`config.mk`:
```
export PLATFORM = sky130hd
export DESIGN_NAME = spi_slave
export DESIGN_NICKNAME = d
export VERILOG_FILES = /design/src/rtl/spi_pkg.sv /design/src/rtl/spi_sync.sv /design/src/rtl/spi_slave.sv
export SDC_FILE = /design/constraint.sdc
export NUM_CORES = 1
export LEC_CHECK = 0
export CAP_MARGIN = 15
export CORE_UTILIZATION = 48
export CTS_CLUSTER_DIAMETER = 100
export DETAILED_ROUTE_END_ITERATION = 8
export GPL_ROUTABILITY_DRIVEN = 0
export GPL_TIMING_DRIVEN = 0
export PLACE_DENSITY = 0.74
export SLEW_MARGIN = 15
export SYNTH_ARGS = -nofsm -noshare
export SYNTH_HDL_FRONTEND = slang
export SYNTH_HIERARCHICAL = 1
export SYNTH_SLANG_ARGS = --single-unit
```
`constraint.sdc`:
```
create_clock -name i_clk -period 1.5 [get_ports i_clk]
set_input_delay 0.3 -clock i_clk [delete_from_list [all_inputs] [get_ports i_clk]]
set_output_delay 0.3 -clock i_clk [all_outputs]
set_load 0.05 [all_outputs]
```
`src/rtl/spi_pkg.sv`:
```
// Shared SPI definitions: byte and bit-counter widths, and the peripheral-side state encoding.
`timescale 1ns/1ps
package spi_pkg;
  localparam int SPI_BYTE_W    = 8;
  localparam int SPI_BIT_CNT_W = 3;

  typedef enum logic {SPI_IDLE, SPI_ACTIVE} spi_slv_state_t;
endpackage

```
`src/rtl/spi_sync.sv`:
```
// Single-bit multi-flop synchronizer with a configurable reset value.
`timescale 1ns/1ps
module spi_sync #(
  parameter int   STAGES  = 2,
  parameter logic RST_VAL = 1'b0
) (
  input  logic i_clk,
  input  logic i_rst_n,
  input  logic i_d,
  output logic o_q
);
  logic [STAGES-1:0] sync_q;
  logic [STAGES-1:0] sync_d;

  always_comb begin
    sync_d = {sync_q[STAGES-2:0], i_d};
  end

  always_ff @(posedge i_clk or negedge i_rst_n) begin
    if (!i_rst_n) begin
      sync_q <= {STAGES{RST_VAL}};
    end else begin
      sync_q <= sync_d;
    end
  end

  assign o_q = sync_q[STAGES-1];
endmodule

```
`src/rtl/spi_slave.sv`:
```
// Mode-0 MSB-first SPI peripheral; SPI pins oversampled in i_clk, one-entry TX holding register.
`timescale 1ns/1ps
module spi_slave
  import spi_pkg::*;
#(
  parameter int                    SYNC_STAGES     = 2,
  parameter logic [SPI_BYTE_W-1:0] DEFAULT_TX_BYTE = 8'hFF
) (
  input  logic                  i_clk,
  input  logic                  i_rst_n,
  input  logic                  i_sclk,
  input  logic                  i_mosi,
  input  logic                  i_cs_n,
  output logic                  o_miso,
  output logic                  o_miso_oe,
  output logic                  o_rx_valid,
  output logic [SPI_BYTE_W-1:0] o_rx_byte,
  input  logic                  i_tx_valid,
  input  logic [SPI_BYTE_W-1:0] i_tx_byte,
  output logic                  o_tx_ready,
  output logic                  o_tx_underrun
);
  localparam logic [SPI_BIT_CNT_W-1:0] BIT_LAST = {SPI_BIT_CNT_W{1'b1}};

  logic sclk_s, mosi_s, cs_n_s;

  spi_sync #(.STAGES(SYNC_STAGES), .RST_VAL(1'b0)) u_sync_sclk (
    .i_clk(i_clk), .i_rst_n(i_rst_n), .i_d(i_sclk), .o_q(sclk_s)
  );
  spi_sync #(.STAGES(SYNC_STAGES), .RST_VAL(1'b0)) u_sync_mosi (
    .i_clk(i_clk), .i_rst_n(i_rst_n), .i_d(i_mosi), .o_q(mosi_s)
  );
  spi_sync #(.STAGES(SYNC_STAGES), .RST_VAL(1'b1)) u_sync_cs_n (
    .i_clk(i_clk), .i_rst_n(i_rst_n), .i_d(i_cs_n), .o_q(cs_n_s)
  );

  spi_slv_state_t          state_q, state_d;
  logic                    sclk_dly_q, sclk_dly_d;
  logic                    cs_n_dly_q, cs_n_dly_d;
  logic [SPI_BIT_CNT_W-1:0] bit_cnt_q, bit_cnt_d;
  logic [SPI_BYTE_W-1:0]   rx_shift_q, rx_shift_d;
  logic [SPI_BYTE_W-1:0]   tx_shift_q, tx_shift_d;
  logic [SPI_BYTE_W-1:0]   rx_byte_q, rx_byte_d;
  logic [SPI_BYTE_W-1:0]   hold_q, hold_d;
  logic                    hold_full_q, hold_full_d;
  logic                    rx_valid_q, rx_valid_d;
  logic                    underrun_q, underrun_d;
  logic                    miso_q, miso_d;

  logic sclk_rise, sclk_fall, cs_fall, cs_rise;
  logic load;

  assign sclk_rise = sclk_s & ~sclk_dly_q;
  assign sclk_fall = ~sclk_s & sclk_dly_q;
  assign cs_fall   = ~cs_n_s & cs_n_dly_q;
  assign cs_rise   = cs_n_s & ~cs_n_dly_q;

  always_comb begin
    state_d     = state_q;
    sclk_dly_d  = sclk_s;
    cs_n_dly_d  = cs_n_s;
    bit_cnt_d   = bit_cnt_q;
    rx_shift_d  = rx_shift_q;
    tx_shift_d  = tx_shift_q;
    rx_byte_d   = rx_byte_q;
    hold_d      = hold_q;
    hold_full_d = hold_full_q;
    rx_valid_d  = 1'b0;
    underrun_d  = 1'b0;
    miso_d      = miso_q;
    load        = 1'b0;

    // Writes only land on an empty register, so they never collide with a consume.
    if (i_tx_valid && !hold_full_q) begin
      hold_d      = i_tx_byte;
      hold_full_d = 1'b1;
    end

    case (state_q)
      SPI_IDLE: begin
        if (cs_fall) begin
          state_d   = SPI_ACTIVE;
          bit_cnt_d = '0;
          load      = 1'b1;
        end
      end
      SPI_ACTIVE: begin
        if (sclk_rise) begin
          rx_shift_d = {rx_shift_q[SPI_BYTE_W-2:0], mosi_s};
          bit_cnt_d  = bit_cnt_q + 1'b1;
          if (bit_cnt_q == BIT_LAST) begin
            rx_byte_d  = {rx_shift_q[SPI_BYTE_W-2:0], mosi_s};
            rx_valid_d = 1'b1;
          end
        end else if (sclk_fall && !cs_rise) begin
          if (bit_cnt_q != '0) begin
            tx_shift_d = {tx_shift_q[SPI_BYTE_W-2:0], 1'b0};
            miso_d     = tx_shift_q[SPI_BYTE_W-2];
          end else begin
            load = 1'b1;
          end
        end
        // Deselect wins over shifting but a byte completed in this cycle is still delivered.
        if (cs_rise) begin
          state_d   = SPI_IDLE;
          bit_cnt_d = '0;
          miso_d    = 1'b0;
        end
      end
      default: state_d = SPI_IDLE;
    endcase

    if (load) begin
      if (hold_full_q) begin
        tx_shift_d  = hold_q;
        miso_d      = hold_q[SPI_BYTE_W-1];
        hold_full_d = 1'b0;
      end else begin
        tx_shift_d = DEFAULT_TX_BYTE;
        miso_d     = DEFAULT_TX_BYTE[SPI_BYTE_W-1];
        underrun_d = 1'b1;
      end
    end
  end

  always_ff @(posedge i_clk or negedge i_rst_n) begin
    if (!i_rst_n) begin
      state_q     <= SPI_IDLE;
      sclk_dly_q  <= 1'b0;
      cs_n_dly_q  <= 1'b1;
      bit_cnt_q   <= '0;
      rx_shift_q  <= '0;
      tx_shift_q  <= '0;
      rx_byte_q   <= '0;
      hold_q      <= '0;
      hold_full_q <= 1'b0;
      rx_valid_q  <= 1'b0;
      underrun_q  <= 1'b0;
      miso_q      <= 1'b0;
    end else begin
      state_q     <= state_d;
      sclk_dly_q  <= sclk_dly_d;
      cs_n_dly_q  <= cs_n_dly_d;
      bit_cnt_q   <= bit_cnt_d;
      rx_shift_q  <= rx_shift_d;
      tx_shift_q  <= tx_shift_d;
      rx_byte_q   <= rx_byte_d;
      hold_q      <= hold_d;
      hold_full_q <= hold_full_d;
      rx_valid_q  <= rx_valid_d;
      underrun_q  <= underrun_d;
      miso_q      <= miso_d;
    end
  end

  assign o_miso        = miso_q;
  assign o_miso_oe     = (state_q == SPI_ACTIVE);
  assign o_rx_valid    = rx_valid_q;
  assign o_rx_byte     = rx_byte_q;
  assign o_tx_ready    = ~hold_full_q;
  assign o_tx_underrun = underrun_q;
endmodule

```
==> results.sh, run 1 <==
export IMPL_status="completed"
export IMPL_layout_commonest_cell="dfrtp_1"
export IMPL_ys_seq_area_share_pct=61.1
export IMPL_dpl_hpwl_um=2210
export IMPL_grt_max_degree=34
export IMPL_ir_worst_vdd_mv=0.776
export IMPL_io_buffers=26
export IMPL_p_total_mw=3.45
export IMPL_worst_setup_path_type="flop to flop"
export IMPL_tightest_slew_ns=0.483
export IMPL_n_fill_cell=282
export IMPL_worstPathMaxFanout=6
export IMPL_first_iter_violations=27
export IMPL_place_ws_ns=-0.155
export IMPL_wl_um=3150
export IMPL_rsz0062_at_grt="yes"
export IMPL_vias=1215
export IMPL_cts_sinks=46
export IMPL_synth_nets=161
export IMPL_die_h_um=64.8
export IMPL_grt_total_usage_pct=17.2
export IMPL_die_area_um2=4190
export IMPL_max_slew_margin_rel_pct=67.9
export IMPL_die_x_um=64.8
export IMPL_hold_viol=0
export IMPL_antenna_cells=0
export IMPL_area_delta_synth_final_pct=27.8
export IMPL_skew_ns=0.00437
export IMPL_ant_nets=0
export IMPL_clockBufferDepth=2
export IMPL_fmax_ghz=0.671
export IMPL_cts_tree="yes"
export IMPL_grt_pass1_vias=1197
export IMPL_syn_inst=144
export IMPL_grt_pass1_wl_um=5370
export IMPL_p_per_area_nw_per_um2=1430
export IMPL_slew_violations=0
export IMPL_synth_cell_types=33
export IMPL_setup_viol=0
export IMPL_nets=199
export IMPL_critPathCaptureType="flop"
export IMPL_start_kind="flop"
export IMPL_power_leakage_nw=1.07
export IMPL_worstPathRequired_ns=1.71
export IMPL_viasPerCell=5.26
export IMPL_synth_seq_cells=46
export IMPL_worstPathArrival_ns=1.70
export IMPL_syn_avg_cell_area_um2=13.1
export IMPL_cts_buffers=5
export IMPL_dr_pass1_iters=4
export IMPL_wl_per_cell_um=13.6
export IMPL_worst_slack_ns=0.00948
export IMPL_antenna_found_initial=0
export IMPL_drc=0
export IMPL_clock_latency_ns=0.30
export IMPL_dpl_instance_area_um2=2230
export IMPL_htree_levels=2
export IMPL_drive_above_1_share_pct=26.8
export IMPL_cts_root_buffer_cell="clkbuf_8"
export IMPL_ios=27
export IMPL_start_util_pct=50.9
export IMPL_cap_violations=0
export IMPL_fin_crit_sh_pct=99.4
export IMPL_synth_warning_count=6
export IMPL_holdWs_ns=0.362
export IMPL_regArea_um2=1160
export IMPL_min_path_type="flop to flop"
export IMPL_synth_area_um2=1890
export IMPL_core_rowCount=22
export IMPL_clk_pin_slew_ns=0.08
export IMPL_layout_cells_non_filler=231
export IMPL_grt_overflow=0
export IMPL_design_core_area_um2=3720
export IMPL_fin_area_um2=2420
export IMPL_min_period_ns=1.49
export IMPL_final_cell_mix="dfrtp_1, mux2_1, nor2_1"
export IMPL_multi_input_area_um2=768
export IMPL_dp_cells=219
-- layout make-up --
| class | instances | area share [%] |
|---|---|---|
| sequential | 46 | 47.9 |
| multi-input combinational | 88 | 31.8 |
| timing repair buffer | 31 | 12.1 |
| clock buffer | 5 | 2.85 |
| tap | 48 | 2.49 |
| buffer | 4 | 1.04 |
| inverter | 6 | 0.932 |
| clock inverter | 3 | 0.880 |
-- logic make-up (layout without fill, tap and decap cells) --
kind of cell	after synthesis	after routing	synth area share (%)
DFF	46	46	61.1
and+or+nand+nor	39	40	11.1
muxes	23	23	13.7
AOI/OAI and AO/OA	22	22	9.73
buffers and inverters	11	49	2.45
adders and majority gates	3	3	1.99
-- final timing paths --
check	startpoint	endpoint	slack, ns	cells after the start
worst max-delay path	bit_cnt_q[0]	tx_shift_q[5]	0.009	7
worst min-delay path	u_sync_cs_n/sync_q[0]	u_sync_cs_n/sync_q[1]	0.36	0
worst max register to register	bit_cnt_q[0]	tx_shift_q[5]	0.009	7
worst min register to register	u_sync_cs_n/sync_q[0]	u_sync_cs_n/sync_q[1]	0.36	0
max in group asynchronous	i_rst_n	cs_n_dly_q	0.53	3
min in group asynchronous	i_rst_n	o_rx_byte[6]	0.43	2
-- metrics by stage --
stage	util (%)	TNS (ns)
after floorplan	-	0
after global placement	59.5	-44.41
final	65.0	0
after detailed placement	59.9	-1.05
after global routing	65.0	-0.177
after CTS	63.3	-0.152
-- cells in the mapped netlist (all sizes together) --
library cell	count	share of area [%]
nor3b	1	0.40
a21o	1	0.40
nor3	6	1.6
a31oi	1	0.33
o211ai	1	0.40
dfstp	3	4.2
a211oi	7	4.4
nand3b	1	0.40
mux2	23	14
nand3	2	1.1
and2b	1	0.40
nand4	1	0.33
o22ai	1	0.33
nor2	16	3.2
a221oi	2	0.93
dfrtp	43	57
and2	1	0.33
nand2b	2	0.79
clkbuf	1	0.20
ha	3	2.0
a21oi	3	0.79
nor2b	3	1.1
a32oi	1	0.86
buf	4	1.1
inv	6	1.2
nand2	4	0.93
and4b	1	0.53
o21ai	5	1.3
-- what timing repair did --
item,in CTS,in global routing
pin swaps,1,4
hold buffers,1,0
cloned,0,1
setup endpoints to repair,23,28
gates resized for setup,25,27
hold endpoints to repair,13,0
setup buffers,2,1
-- power breakdown --
part	switching, mW	internal (mW)
clock network	0.404	0.327
registers	0.222	1.58
logic	0.501	0.415
-- critical path, cell delays in order (launching register included) --
cell and delay, ns:
dfrtp_1 0.37, inv_2 0.06, ha_2 0.18, and4b_1 0.21
a32oi_4 0.26, buf_4 0.17, nor2_2 0.03, a211oi_2 0.13
-- state kept, by name, indices dropped and copies added, names as in the netlist --
name,count
hold_q,8
o_rx_byte,8
sclk_dly_q,1
u_sync_mosi/sync_q,2
o_miso_oe,1
o_tx_underrun,1
hold_full_q,1
u_sync_sclk/sync_q,2
cs_n_dly_q,1
bit_cnt_q,3
u_sync_cs_n/sync_q,2
rx_shift_q,7
o_miso,1
o_rx_valid,1
tx_shift_q,7
-- layer usage --
metal / wire (µm) / vias up / track usage, %
met1: 1540 / 601 / 23.7
met2: 1450 / 22 / 25.7
li1: - / 586 / -
met5: 0 / - / 0
met3: 114 / 6 / 3.35
met4: 46 / 0 / 9.17
(Power assumes the default switching activity.)
==> inputs of run 2 (changes only) <==
==> constraint.sdc (replaced) <==
create_clock -name i_clk -period 1.3 [get_ports i_clk]
set_input_delay 0.26 -clock i_clk [delete_from_list [all_inputs] [get_ports i_clk]]
set_output_delay 0.26 -clock i_clk [all_outputs]
set_load 0.05 [all_outputs]
==> results.sh, run 2 (synthesis gave the netlist of run 1 again) <==
export IMPL_min_path_type="flop to flop"
export IMPL_worst_setup_path_type="flop to flop"
export IMPL_slew_violations=0
export IMPL_p_per_area_nw_per_um2=1630
export IMPL_area_delta_synth_final_pct=40.2
export IMPL_io_buffers=26
export IMPL_die_area_um2=4190
export IMPL_cts_buffers=5
export IMPL_fin_crit_sh_pct=116
export IMPL_grt_overflow=0
export IMPL_grt_pass1_vias=1404
export IMPL_ant_nets=0
export IMPL_cts_sinks=46
export IMPL_wl_um=3950
export IMPL_power_frac_clock_pct=18.8
export IMPL_r2r_cells=5
export IMPL_skew_ns=0.00622
export IMPL_worst_slack_ns=-0.208
export IMPL_drc=0
export IMPL_swShare_pct=32.6
export IMPL_clockBufferDepth=2
export IMPL_grt_pass1_wl_um=6520
export IMPL_max_slew_margin_rel_pct=76.6
export IMPL_die_x_um=64.8
export IMPL_design_core_area_um2=3720
export IMPL_internal_power_mw=2.92
export IMPL_fmax_ghz=0.663
export IMPL_worstPathMaxFanout=5
export IMPL_pwr_share_seq_pct=48.6
export IMPL_layout_commonest_cell="dfrtp_1"
export IMPL_clk_pin_slew_ns=0.08
export IMPL_violations="setup timing"
export IMPL_postLayoutCoreUtil_pct=71.3
export IMPL_grt_total_usage_pct=20.8
export IMPL_cts_tree="yes"
export IMPL_status="finished, violations left"
export IMPL_hold_viol=0
export IMPL_power_leakage_nw=1.20
export IMPL_p_comb_share_pct=32.6
export IMPL_dpl_instance_area_um2=2260
export IMPL_place_ws_ns=-0.310
export IMPL_dpl_hpwl_um=2340
export IMPL_nets=211
export IMPL_wl_per_cell_um=16.2
export IMPL_antenna_found_initial=0
export IMPL_critPathCaptureType="flop"
export IMPL_rsz0062_at_grt="yes"
export IMPL_tightest_slew_ns=0.351
export IMPL_htree_levels=2
export IMPL_clock_latency_ns=0.29
export IMPL_drive_above_1_share_pct=44.1
export IMPL_die_h_um=64.8
export IMPL_fin_area_um2=2650
export IMPL_final_cell_mix="dfrtp_1, nor2_1, mux2_1, clkdlybuf4s50_1, mux2_4"
export IMPL_n_fill_cell=268
export IMPL_ir_worst_vdd_mv=1.06
export IMPL_cts_root_buffer_cell="clkbuf_8"
export IMPL_regArea_um2=1160
export IMPL_antenna_cells=0
export IMPL_ios=27
export IMPL_vias=1309
export IMPL_viasPerCell=5.39
export IMPL_whs_path_depth=0
export IMPL_worstPathArrival_ns=1.68
export IMPL_grt_max_degree=35
export IMPL_setup_viol=20
export IMPL_multi_input_area_um2=895
export IMPL_core_rowCount=22
export IMPL_cap_violations=0
export IMPL_start_util_pct=50.9
export IMPL_start_kind="flop"
export IMPL_worstPathRequired_ns=1.47
export IMPL_dr_pass1_iters=4
export IMPL_p_sw_mw=1.41
export IMPL_first_iter_violations=77
export IMPL_min_period_ns=1.51
[run 2: changes by cell type in the layout (fill, tap and decap cells not counted), moves of 5 or more]
| cell | delta |
|---|---|
| mux2_1 | -11 |
| mux2_4 | +11 |
| clkdlybuf4s15_1 | -8 |
| buf_2 | +6 |
| buf_6 | +6 |
| buf_4 | +5 |
[run 2: area by class of cell]
cell class	count	share of cell area [%]
Buffer	5	2.12
Clock inverter	1	0.283
Timing Repair Buffer	41	14.2
Multi-Input combinational cell	89	33.8
Tap cell	48	2.27
Clock buffer	7	2.88
Inverter	6	0.850
Sequential cell	46	43.7
[run 2: timing repair]
action / CTS / global route
endpoints found under the setup margin: 44 / 43
endpoints found under the hold margin: 12 / 0
gates resized for setup: 74 / 34
setup buffers: 6 / 7
hold buffers: 1 / 0
pin swaps: 4 / 6
cloned: 2 / 0
[run 2: critical path, cell delays in order (launching register included)]
cell and delay (ns):
dfrtp_1 0.40, buf_4 0.14, ha_1 0.21, ha_4 0.19, nand3_4 0.11, mux2_1 0.33
[run 2: final timing paths]
| check | start | end | slack, ns |
|---|---|---|---|
| max | bit_cnt_q[1] | o_rx_byte[4] | -0.21 |
| min | u_sync_sclk/sync_q[0] | u_sync_sclk/sync_q[1] | 0.36 |
| max reg2reg | bit_cnt_q[1] | o_rx_byte[4] | -0.21 |
| min reg2reg | u_sync_sclk/sync_q[0] | u_sync_sclk/sync_q[1] | 0.36 |
| max in group asynchronous | i_rst_n | u_sync_cs_n/sync_q[0] | 0.33 |
| min in group asynchronous | i_rst_n | bit_cnt_q[2] | 0.41 |
[run 2: power groups by stage]
| stage | registers [mW] | clock network, mW | logic (mW) |
|---|---|---|---|
| 2_1_floorplan | 2.15 | 0 | 0.653 |
| 3_3_place_gp | 2.08 | 0 | 1.01 |
| 3_5_place_dp | 2.10 | 0 | 1.06 |
| 4_1_cts | 2.10 | 0.844 | 1.19 |
| 5_1_grt | 2.16 | 0.897 | 1.51 |
| 6_report | 2.10 | 0.816 | 1.41 |
[run 2: layer usage]
metal  track usage, %  vias up  part of all wire, %
li1                 -      609                    -
met1             27.8      667                   45
met2             34.4       28                   51
met3             3.52        5                  2.9
met4             6.67        0                  1.1
met5                0        -                    0
[run 2: per-stage QoR]
step,instances,TNS (ns),hold slack (ns),power [mW]
2_1_floorplan,144,-0.338,-0.0356,2.80
3_5_place_dp,219,-5.82,0.177,3.17
5_1_grt,243,-4.15,0.367,4.57
3_3_place_gp,218,-57.13,0.334,3.09
6_report,243,-2.74,0.356,4.33
4_1_cts,236,-1.55,0.363,4.14
==> inputs of run 3 (changes only) <==
--- a/config.mk
+++ b/config.mk
@@ -6,14 +6,12 @@
 export NUM_CORES = 1
 export LEC_CHECK = 0
 export CAP_MARGIN = 15
-export CORE_UTILIZATION = 48
+export CORE_UTILIZATION = 31
 export CTS_CLUSTER_DIAMETER = 100
 export DETAILED_ROUTE_END_ITERATION = 8
 export GPL_ROUTABILITY_DRIVEN = 0
 export GPL_TIMING_DRIVEN = 0
-export PLACE_DENSITY = 0.74
 export SLEW_MARGIN = 15
 export SYNTH_ARGS = -nofsm -noshare
 export SYNTH_HDL_FRONTEND = slang
-export SYNTH_HIERARCHICAL = 1
 export SYNTH_SLANG_ARGS = --single-unit
==> results.sh, run 3 <==
export IMPL_status="finished, violations left"
export IMPL_violations="setup timing"
export IMPL_worst_slack_ns=-0.322
export IMPL_cpPeakStageDelay_ns=0.43
export IMPL_drive_above_1_share_pct=46.9
export IMPL_nets=210
export IMPL_place_ws_ns=-0.536
export IMPL_clockBufferDepth=2
export IMPL_clk_pin_slew_ns=0.09
export IMPL_fmax_ghz=0.616
export IMPL_setup_viol=29
export IMPL_design_core_area_um2=5920
export IMPL_htree_levels=2
export IMPL_p_per_area_nw_per_um2=1640
export IMPL_synth_edf_count=0
export IMPL_max_slew_margin_rel_pct=65.5
export IMPL_die_x_um=80.4
export IMPL_final_cell_mix="dfrtp_1, mux2_4, buf_4"
export IMPL_wl_per_cell_um=15.2
export IMPL_syn_inst=140
export IMPL_synth_area_um2=1910
export IMPL_skew_ns=0.0110
export IMPL_yosys_top_cells_area="dfrtp_1, mux2_2, dfstp_2"
export IMPL_synth_warning_count=0
export IMPL_drc=0
export IMPL_wl_um=4090
export IMPL_grt_total_usage_pct=13.6
export IMPL_grt_max_degree=34
export IMPL_dpl_instance_area_um2=2320
export IMPL_min_path_type="flop to flop"
export IMPL_start_util_pct=32.2
export IMPL_worstPathRequired_ns=1.49
export IMPL_path_delay_family="flip-flops"
export IMPL_clock_latency_ns=0.30
export IMPL_viasPerCell=4.94
export IMPL_dp_cells=242
export IMPL_cap_violations=0
export IMPL_worst_setup_path_type="flop to flop"
export IMPL_worstPathMaxFanout=7
export IMPL_critPathCaptureType="flop"
export IMPL_die_h_um=80.4
export IMPL_core_rowCount=28
export IMPL_min_period_ns=1.62
export IMPL_io_buffers=26
export IMPL_crit_chain="nand3b_1 > o21a_4 > buf_6 > mux2_4"
export IMPL_tightest_slew_ns=0.517
export IMPL_first_iter_violations=121
export IMPL_layout_cells_non_filler=269
export IMPL_synth_nets=157
export IMPL_cts_sinks=46
export IMPL_ios=27
export IMPL_cp_num_buf_inv=1
export IMPL_dr_pass1_iters=4
export IMPL_cts_root_buffer_cell="clkbuf_8"
export IMPL_ir_worst_vdd_mv=0.843
export IMPL_layout_commonest_cell="dfrtp_1"
export IMPL_fin_area_um2=2660
export IMPL_synth_most_common_cell="dfrtp_1"
export IMPL_dpl_hpwl_um=2590
export IMPL_ys_flop_type="dfrtp_1"
export IMPL_antenna_found_initial=0
export IMPL_synth_top_area_share_pct=56.4
export IMPL_synth_cell_types=32
export IMPL_ant_nets=0
export IMPL_grt_pass1_vias=1321
export IMPL_yosys_area_top_type="dfrtp_1"
export IMPL_syn_avg_cell_area_um2=13.6
export IMPL_slew_violations=0
export IMPL_synth_seq_cells=46
export IMPL_async_reset_ff_share_pct=100
export IMPL_grt_overflow=0
export IMPL_rsz0062_at_grt="yes"
export IMPL_ys_seq_area_share_pct=60.6
export IMPL_cpMaxStageDelayCell="dfrtp_1"
export IMPL_hold_viol=0
export IMPL_antenna_cells=0
export IMPL_fin_crit_sh_pct=125
export IMPL_start_kind="flop"
export IMPL_cts_buffers=5
export IMPL_cts_tree="yes"
export IMPL_grt_pass1_wl_um=6660
export IMPL_area_delta_synth_final_pct=39.2
export IMPL_vias=1328
export IMPL_worstPathArrival_ns=1.81
export IMPL_power_leakage_nw=1.23
export IMPL_reg2reg_slack_ns=-0.32
export IMPL_tns_ns=-5.49
export IMPL_die_area_um2=6470
export IMPL_synthTopCellsByCount="dfrtp_1, mux2_2, a211oi_1"
## run 3: cell types whose count changed in the layout (fill, tap and decap cells not counted), moves of 3 or more
cell,delta
nor2_2,-3
a211oi_2,-5
buf_4,+5
a21oi_1,-3
mux2_4,+5
mux2_2,+8
mux2_1,-12
nor2_1,-11
clkbuf_8,+3
a211oi_1,+6
o31ai_2,+4
o211ai_1,+5
## run 3: timing repair
action	in CTS	in global routing
pin swaps	3	2
setup buffers	11	5
setup endpoints to repair	49	47
gates resized for setup	64	33
hold endpoints to repair	13	0
hold buffers	1	0
gates cloned	3	0
## run 3: power by group
group | switching (mW) | leakage (nW) | internal [mW]
combinational | 0.642 | 0.615 | 0.712
sequential | 0.283 | 0.566 | 1.83
clock | 0.469 | 0.0472 | 0.427
## run 3: logic make-up (layout without fill, tap and decap cells)
| group | Yosys count | after routing | share of synthesized area, % |
|---|---|---|---|
| flops | 46 | 46 | 60.6 |
| fa+ha+maj | 3 | 3 | 1.97 |
| buf+inv | 13 | 67 | 3.41 |
| compound gates | 30 | 30 | 12.3 |
| mux | 24 | 24 | 14.4 |
| simple gates | 24 | 24 | 7.41 |
## run 3: cell type report
type / instances / area (µm²)
clock inverters: 2 / 12.5
repair buffers: 47 / 415
well taps: 75 / 93.8
inverters: 5 / 21.3
fillers: 496 / 3270
clock buffers: 6 / 82.6
plain buffers: 7 / 66.3
multi-input cells: 81 / 807
flip-flops and latches: 46 / 1160
## run 3: worst paths after layout
kind | start | endpoint | cells after the start
hold / removal | u_sync_sclk.sync_q[0] | u_sync_sclk.sync_q[1] | 0
hold reg to reg | u_sync_sclk.sync_q[0] | u_sync_sclk.sync_q[1] | 0
max in group asynchronous | i_rst_n | u_sync_cs_n.sync_q[1] | 3
min in group asynchronous | i_rst_n | o_rx_byte[0] | 2
setup reg to reg | u_sync_sclk.sync_q[1] | tx_shift_q[0] | 4
setup / recovery | u_sync_sclk.sync_q[1] | tx_shift_q[0] | 4
## run 3: layer usage
layer	up-vias	wire length, µm	track usage (%)
met5	-	0	0
met4	0	77	5.54
met3	7	140	2.73
met2	34	2050	21.2
met1	666	1830	18.4
li1	621	-	-
## run 3: through the flow
stage / total power [mW] / utilization, % / hold WS, ns
CTS: 4.27 / 44.0 / 0.355
global placement: 3.21 / 38.9 / 0.331
finish: 4.36 / 44.8 / 0.352
floorplan: 2.90 / - / -0.0356
detailed placement: 3.29 / 39.2 / 0.179
global route: 4.62 / 44.8 / 0.352
